`src/rtl/account_bank.sv`:
```
// account_bank: account store responder for the ATM controller.
// Holds SAVED_ACCOUNTS entries of {password, balance, active} and services one
// request at a time over valid/ready request and response channels.
// Optional feature macro: ACCOUNT_BANK_SAT_DEPOSIT_EN (saturating deposit).
//
// state | meaning
// IDLE  | req_ready high, waiting for a request handshake
// FETCH | addressed entry copied into the working registers
// EXEC  | phase 0: evaluate status/result; phase 1: commit write, raise rsp_valid
// RESP  | rsp_* held stable until rsp_ready
module account_bank #(
  parameter int SAVED_ACCOUNTS       = 10,
  parameter int ACCOUNT_NUMBER_WIDTH = $clog2(SAVED_ACCOUNTS),
  parameter int PASSWORD_WIDTH       = 16,
  parameter int BALANCE_WIDTH        = 16,
  parameter int INIT_BALANCE         = 1000
) (
  input  logic                            clk,
  input  logic                            rst,
  input  logic                            req_valid,
  output logic                            req_ready,
  input  logic [2:0]                      req_op,
  input  logic [ACCOUNT_NUMBER_WIDTH-1:0] req_account,
  input  logic [BALANCE_WIDTH-1:0]        req_amount,
  input  logic [PASSWORD_WIDTH-1:0]       req_password,
  output logic                            rsp_valid,
  input  logic                            rsp_ready,
  output logic [2:0]                      rsp_status,
  output logic [BALANCE_WIDTH-1:0]        rsp_balance,
  output logic [PASSWORD_WIDTH-1:0]       rsp_password,
  output logic                            rsp_active
);

  localparam int P = PASSWORD_WIDTH;
  localparam int B = BALANCE_WIDTH;

  localparam logic [2:0] OP_READ = 3'd0, OP_WITHDRAW = 3'd1, OP_DEPOSIT = 3'd2,
                         OP_SET_PW = 3'd3, OP_DEACT = 3'd4;
  localparam logic [2:0] ST_OK = 3'd0, ST_INSUF = 3'd1, ST_INACTIVE = 3'd2,
                         ST_BAD_ACCT = 3'd3, ST_OVERFLOW = 3'd4, ST_BAD_OP = 3'd5;

  typedef enum logic [1:0] {IDLE, FETCH, EXEC, RESP} state_t;
  state_t state;

  logic [P-1:0] pw_mem  [SAVED_ACCOUNTS];
  logic [B-1:0] bal_mem [SAVED_ACCOUNTS];
  logic         act_mem [SAVED_ACCOUNTS];

  logic [2:0]                      op_q;
  logic [ACCOUNT_NUMBER_WIDTH-1:0] acct_q;
  logic [B-1:0]                    amt_q;
  logic [P-1:0]                    npw_q;

  logic         wk_bad;
  logic [P-1:0] wk_pw;
  logic [B-1:0] wk_bal;
  logic         wk_act;

  logic         commit;
  logic [2:0]   res_status;
  logic [B-1:0] res_bal;
  logic [P-1:0] res_pw;
  logic         res_act;
  logic         res_write;

  logic [2:0]   ex_status;
  logic [B-1:0] ex_bal;
  logic [P-1:0] ex_pw;
  logic         ex_act;
  logic         ex_write;
  logic [B:0]   dep_sum;

  // Status evaluation in priority order BAD_ACCT > BAD_OP > INACTIVE > op-specific.
  always_comb begin
    ex_status = ST_OK;
    ex_bal    = wk_bal;
    ex_pw     = wk_pw;
    ex_act    = wk_act;
    dep_sum   = {1'b0, wk_bal} + {1'b0, amt_q};
    if (wk_bad) begin
      ex_status = ST_BAD_ACCT;
      ex_bal    = '0;
      ex_pw     = '0;
      ex_act    = 1'b0;
    end else if (op_q > OP_DEACT) begin
      ex_status = ST_BAD_OP;
    end else if (!wk_act && op_q != OP_READ && op_q != OP_DEACT) begin
      ex_status = ST_INACTIVE;
    end else begin
      case (op_q)
        OP_WITHDRAW: begin
          if (amt_q <= wk_bal) ex_bal = wk_bal - amt_q;
          else                 ex_status = ST_INSUF;
        end
        OP_DEPOSIT: begin
          if (!dep_sum[B]) ex_bal = dep_sum[B-1:0];
`ifdef ACCOUNT_BANK_SAT_DEPOSIT_EN
          else             ex_bal = '1;
`else
          else             ex_status = ST_OVERFLOW;
`endif
        end
        OP_SET_PW: ex_pw  = npw_q;
        OP_DEACT:  ex_act = 1'b0;
        default: ;
      endcase
    end
    ex_write = (ex_status == ST_OK) && (op_q != OP_READ);
  end

  // Request sequencing, entry storage and registered response outputs.
  always_ff @(posedge clk or posedge rst) begin
    if (rst) begin
      state        <= IDLE;
      req_ready    <= 1'b1;
      rsp_valid    <= 1'b0;
      rsp_status   <= '0;
      rsp_balance  <= '0;
      rsp_password <= '0;
      rsp_active   <= 1'b0;
      op_q         <= '0;
      acct_q       <= '0;
      amt_q        <= '0;
      npw_q        <= '0;
      wk_bad       <= 1'b0;
      wk_pw        <= '0;
      wk_bal       <= '0;
      wk_act       <= 1'b0;
      commit       <= 1'b0;
      res_status   <= '0;
      res_bal      <= '0;
      res_pw       <= '0;
      res_act      <= 1'b0;
      res_write    <= 1'b0;
      for (int i = 0; i < SAVED_ACCOUNTS; i++) begin
        pw_mem[i]  <= P'(i);
        bal_mem[i] <= B'(INIT_BALANCE);
        act_mem[i] <= 1'b1;
      end
    end else begin
      case (state)
        IDLE: begin
          if (req_valid) begin
            op_q      <= req_op;
            acct_q    <= req_account;
            amt_q     <= req_amount;
            npw_q     <= req_password;
            req_ready <= 1'b0;
            state     <= FETCH;
          end
        end
        FETCH: begin
          if (32'(acct_q) < SAVED_ACCOUNTS) begin
            wk_bad <= 1'b0;
            wk_pw  <= pw_mem[acct_q];
            wk_bal <= bal_mem[acct_q];
            wk_act <= act_mem[acct_q];
          end else begin
            wk_bad <= 1'b1;
            wk_pw  <= '0;
            wk_bal <= '0;
            wk_act <= 1'b0;
          end
          commit <= 1'b0;
          state  <= EXEC;
        end
        EXEC: begin
          if (!commit) begin
            res_status <= ex_status;
            res_bal    <= ex_bal;
            res_pw     <= ex_pw;
            res_act    <= ex_act;
            res_write  <= ex_write;
            commit     <= 1'b1;
          end else begin
            if (res_write) begin
              pw_mem[acct_q]  <= res_pw;
              bal_mem[acct_q] <= res_bal;
              act_mem[acct_q] <= res_act;
            end
            rsp_status   <= res_status;
            rsp_balance  <= res_bal;
            rsp_password <= res_pw;
            rsp_active   <= res_act;
            rsp_valid    <= 1'b1;
            commit       <= 1'b0;
            state        <= RESP;
          end
        end
        RESP: begin
          if (rsp_ready) begin
            rsp_valid <= 1'b0;
            req_ready <= 1'b1;
            state     <= IDLE;
          end
        end
        default: state <= IDLE;
      endcase
    end
  end

endmodule
```
`config.mk`:
```
export PLATFORM = sky130hd
export DESIGN_NAME = account_bank
export DESIGN_NICKNAME = d
export VERILOG_FILES = /design/src/rtl/account_bank.sv
export SDC_FILE = /design/constraint.sdc
export NUM_CORES = 1
export LEC_CHECK = 0
export BUFFER_PORTS_ARGS = -buffer_cell sky130_fd_sc_hd__buf_2
export CAP_MARGIN = 20
export CELL_PAD_IN_SITES_DETAIL_PLACEMENT = 0
export CELL_PAD_IN_SITES_GLOBAL_PLACEMENT = 1
export CORE_MARGIN = 4
export CORE_UTILIZATION = 35
export CTS_BUF_LIST = sky130_fd_sc_hd__clkbuf_8
export DETAILED_ROUTE_END_ITERATION = 7
export HOLD_SLACK_MARGIN = 0.02
export PLACE_DENSITY_LB_ADDON = 0.1
export SLEW_MARGIN = 20
export SYNTH_ARGS = -nofsm -noshare
export SYNTH_HDL_FRONTEND = slang
export SYNTH_SLANG_ARGS = --single-unit
```
`constraint.sdc`:
```
create_clock -name clk -period 17.4 [get_ports clk]
set_input_delay 1.74 -clock clk [delete_from_list [all_inputs] [get_ports clk]]
set_output_delay 1.74 -clock clk [all_outputs]
set_load 0.02 [all_outputs]
```
==> impl_metrics.ini <==
[detailed_routing]
post_drt_wl_per_cell_um = 24.46
drc = 0
vias = 14020
viasPerCell = 5.298
wl_mm = 64.73
drt-initial-drc-count = 670
dr.pass1.iters = 4
final_antenna_net_count = 0

[timing]
relSlewSlack_pct = 23.39
max_freq_mhz = 265.1
hold_viol = 0
fin_setup_tns_ns = 0
final.period_utilization_pct = 21.68
skew_ns = 0.03571
finalMaxSlewViolations = 0
fin_crit_ns = 3.773
setup_viol = 0
tightest_slew_ns = 1.149
setup_ws_ns = 13.63
rsz0062_at_grt = false

[clock_network]
cts_tree = built
clkSinkCount = 481
root_buffer = clkbuf_8
hold_buffers = 0
htreeDepth = 3
cts_buffers = 90
clk_pin_slew_ns = 0.06
postCtsResizedCells = 0
cts_buffer_depth = 3
clock_latency_ns = 0.68
cts_post_setup_buffers_inserted = 0

[synth]
synth_top_family_by_area = multiplexers
synth_nets = 1734
synth_edf_count = 0
syn_area_mm2 = 0.02261
synth-async-reset-ratio_pct = 100.0
yosys_warnings = 0
synth_seq_cells = 481
synthSimpleGateAreaFrac_pct = 2.928
synthMuxAreaShare_pct = 29.24
yosys.area_share.xor_xnor_pct = 0.5424
synth_compound_area_share_pct = 7.909
ys_seq_area_share_pct = 53.72
synth_ff_type = dfrtp_1
synth_cell_types = 68
synth.avg_cell_area_um2 = 13.68
synthCells = 1653
synth_fa_ha_area_share_pct = 2.169

[finish]
layout_common_cells = mux2_2, dfrtp_1, clkbuf_8
area_growth_pct = 14.43
nets = 1804
fin_area_mm2 = 0.02587
layout_commonest_cell = mux2_2
nFillCells = 6048
final_layout_size_suffix_gt1_share_pct = 48.47
finalNonFillerCells = 2646

[floorplanning]
die_x_um = 262.2
initial_utilization_pct = 35.58
die-area_mm2 = 0.06873
core_mm2 = 0.06354
pin_count = 81
rows = 92
fp.dieH_um = 262.2

[outcome]
run_status = completed

[worst_setup_path]
crit_required_ns = 17.91
critPathKind = flip-flop to flip-flop
crit_arrival_ns = 4.28
end_kind = flip-flop
cpPeakStageDelay_ns = 0.71
crit_path_top_delay_cell = buf_4
r2r_cells = 7
path_common_cell = buf_4
critPathMaxFanout = 39
crit_path_cell_trace = buf_4 > buf_4 > buf_4 > mux4_2 > a22oi_1 > a2bb2oi_1 > o22ai_1
r2r_slack_ns = 13.63
cp-start-kind = flip-flop

[placement]
io_buffers = 80
place_inst = 2476
placed_area_mm2 = 0.02388
dpl.hpwl_mm = 37.73
post-place-ws_ns = 12.95
place.gp.congestion = 0.7601

[flow_run]
maxCapViolations = 0

[global_routing]
grt_pass1_vias = 15130
grt_max_degree = 107
grt_use_total_pct = 19.16
grt_antenna_before_repair = 1
gr-total-overflow = 0
grt_first_pass_wirelength_mm = 98.55

[power_and_ir_drop]
p_leak_uw = 0.01219
power.total_uw = 3208
max-vdd-ir-drop_mv = 0.06581
power_density_mw_per_mm2 = 124.0

[worst_hold_path]
hold_path_depth = 2
hp-class = flip-flop to flip-flop
-- through the flow --
step,hold WS [ns],util (%)
3_5_place_dp,0.4753,37.58
6_report,0.4833,40.71
5_1_grt,0.4996,40.71
2_1_floorplan,0.4348,-
4_1_cts,0.4880,40.67
3_3_place_gp,0.4742,37.58
-- final timing paths --
check | start | to
worst max register to register | acct_q[0] | wk_bal[14]
min in group asynchronous | rst | pw_mem[91]
worst max-delay path | acct_q[0] | wk_bal[14]
worst min register to register | res_status[1] | res_status[1]
worst min-delay path | res_status[1] | res_status[1]
max in group asynchronous | rst | pw_mem[132]
-- metal layers --
metal	GRT usage [%]	vias up	share of wire (%)
met5	0	-	0
met4	5.030	0	2.3
met2	32.88	226	50
met1	25.44	7450	45
li1	-	6232	-
met3	3.045	110	3.0
-- cell type report --
cell class	count	area, µm²	share of cell area, %
Antenna cell	1	2.502	0.009673
Clock buffer	113	1555	6.012
Clock inverter	55	406.6	1.572
Inverter	72	277.8	1.074
Multi-Input combinational cell	965	9749	37.69
Sequential cell	481	12150	46.97
Tap cell	846	1059	4.092
Timing Repair Buffer	113	668.1	2.583
-- critical path, delay by kind of cell, from the launching register on --
kind                   cells  cell delay, ns
muxes                      1            0.60
buffers and inverters      3            1.77
AOI/OAI and AO/OA          3            0.49
DFF                        1            0.63
-- registers in the layout (all words and copies together), names as in the netlist, 3 cells and up --
register	flops
rsp_status	3
rsp_balance	16
rsp_password	16
res_pw	16
bal_mem	160
npw_q	16
pw_mem	160
op_q	3
acct_q	4
amt_q	16
wk_pw	16
act_mem	10
res_status	3
res_bal	16
wk_bal	16
-- power breakdown --
part / total, µW / internal (µW) / switching [µW]
Clock: 1180 / 676 / 504
Sequential: 1290 / 1190 / 104
Combinational: 734 / 260 / 473
Total: 3210 / 2130 / 1080
-- synth_stat cells (all sizes together) (6+ instances only) --
master | count | share of area, %
a2bb2oi | 32 | 1.2
o21a | 6 | 0.20
ha | 36 | 2.0
nand2b | 8 | 0.22
o221ai | 6 | 0.23
a22oi | 36 | 1.2
nor3 | 12 | 0.27
xnor2 | 10 | 0.39
a21o | 9 | 0.30
inv | 71 | 1.2
mux2 | 439 | 22
nor2 | 35 | 0.58
nor2b | 9 | 0.25
nand2 | 48 | 0.80
dfstp | 86 | 10
mux2i | 18 | 0.80
o21ai | 45 | 1.0
buf | 20 | 0.39
dfrtp | 395 | 44
o22ai | 39 | 1.1
nand3 | 7 | 0.15
a21oi | 24 | 0.53
mux4 | 66 | 6.6
clkbuf | 115 | 1.9
-- kinds of logic (layout without fill, tap and decap cells) --
group                      Yosys count  in the layout
AOI/OAI and AO/OA                  249            249
muxes                              523            523
adders and majority gates           38             38
other                                0              1
DFF                                481            481
xor gates and xnor gates            14             14
and+or+nand+nor                    141            141
buffers and inverters              207            353
(Power assumes the default switching activity.)
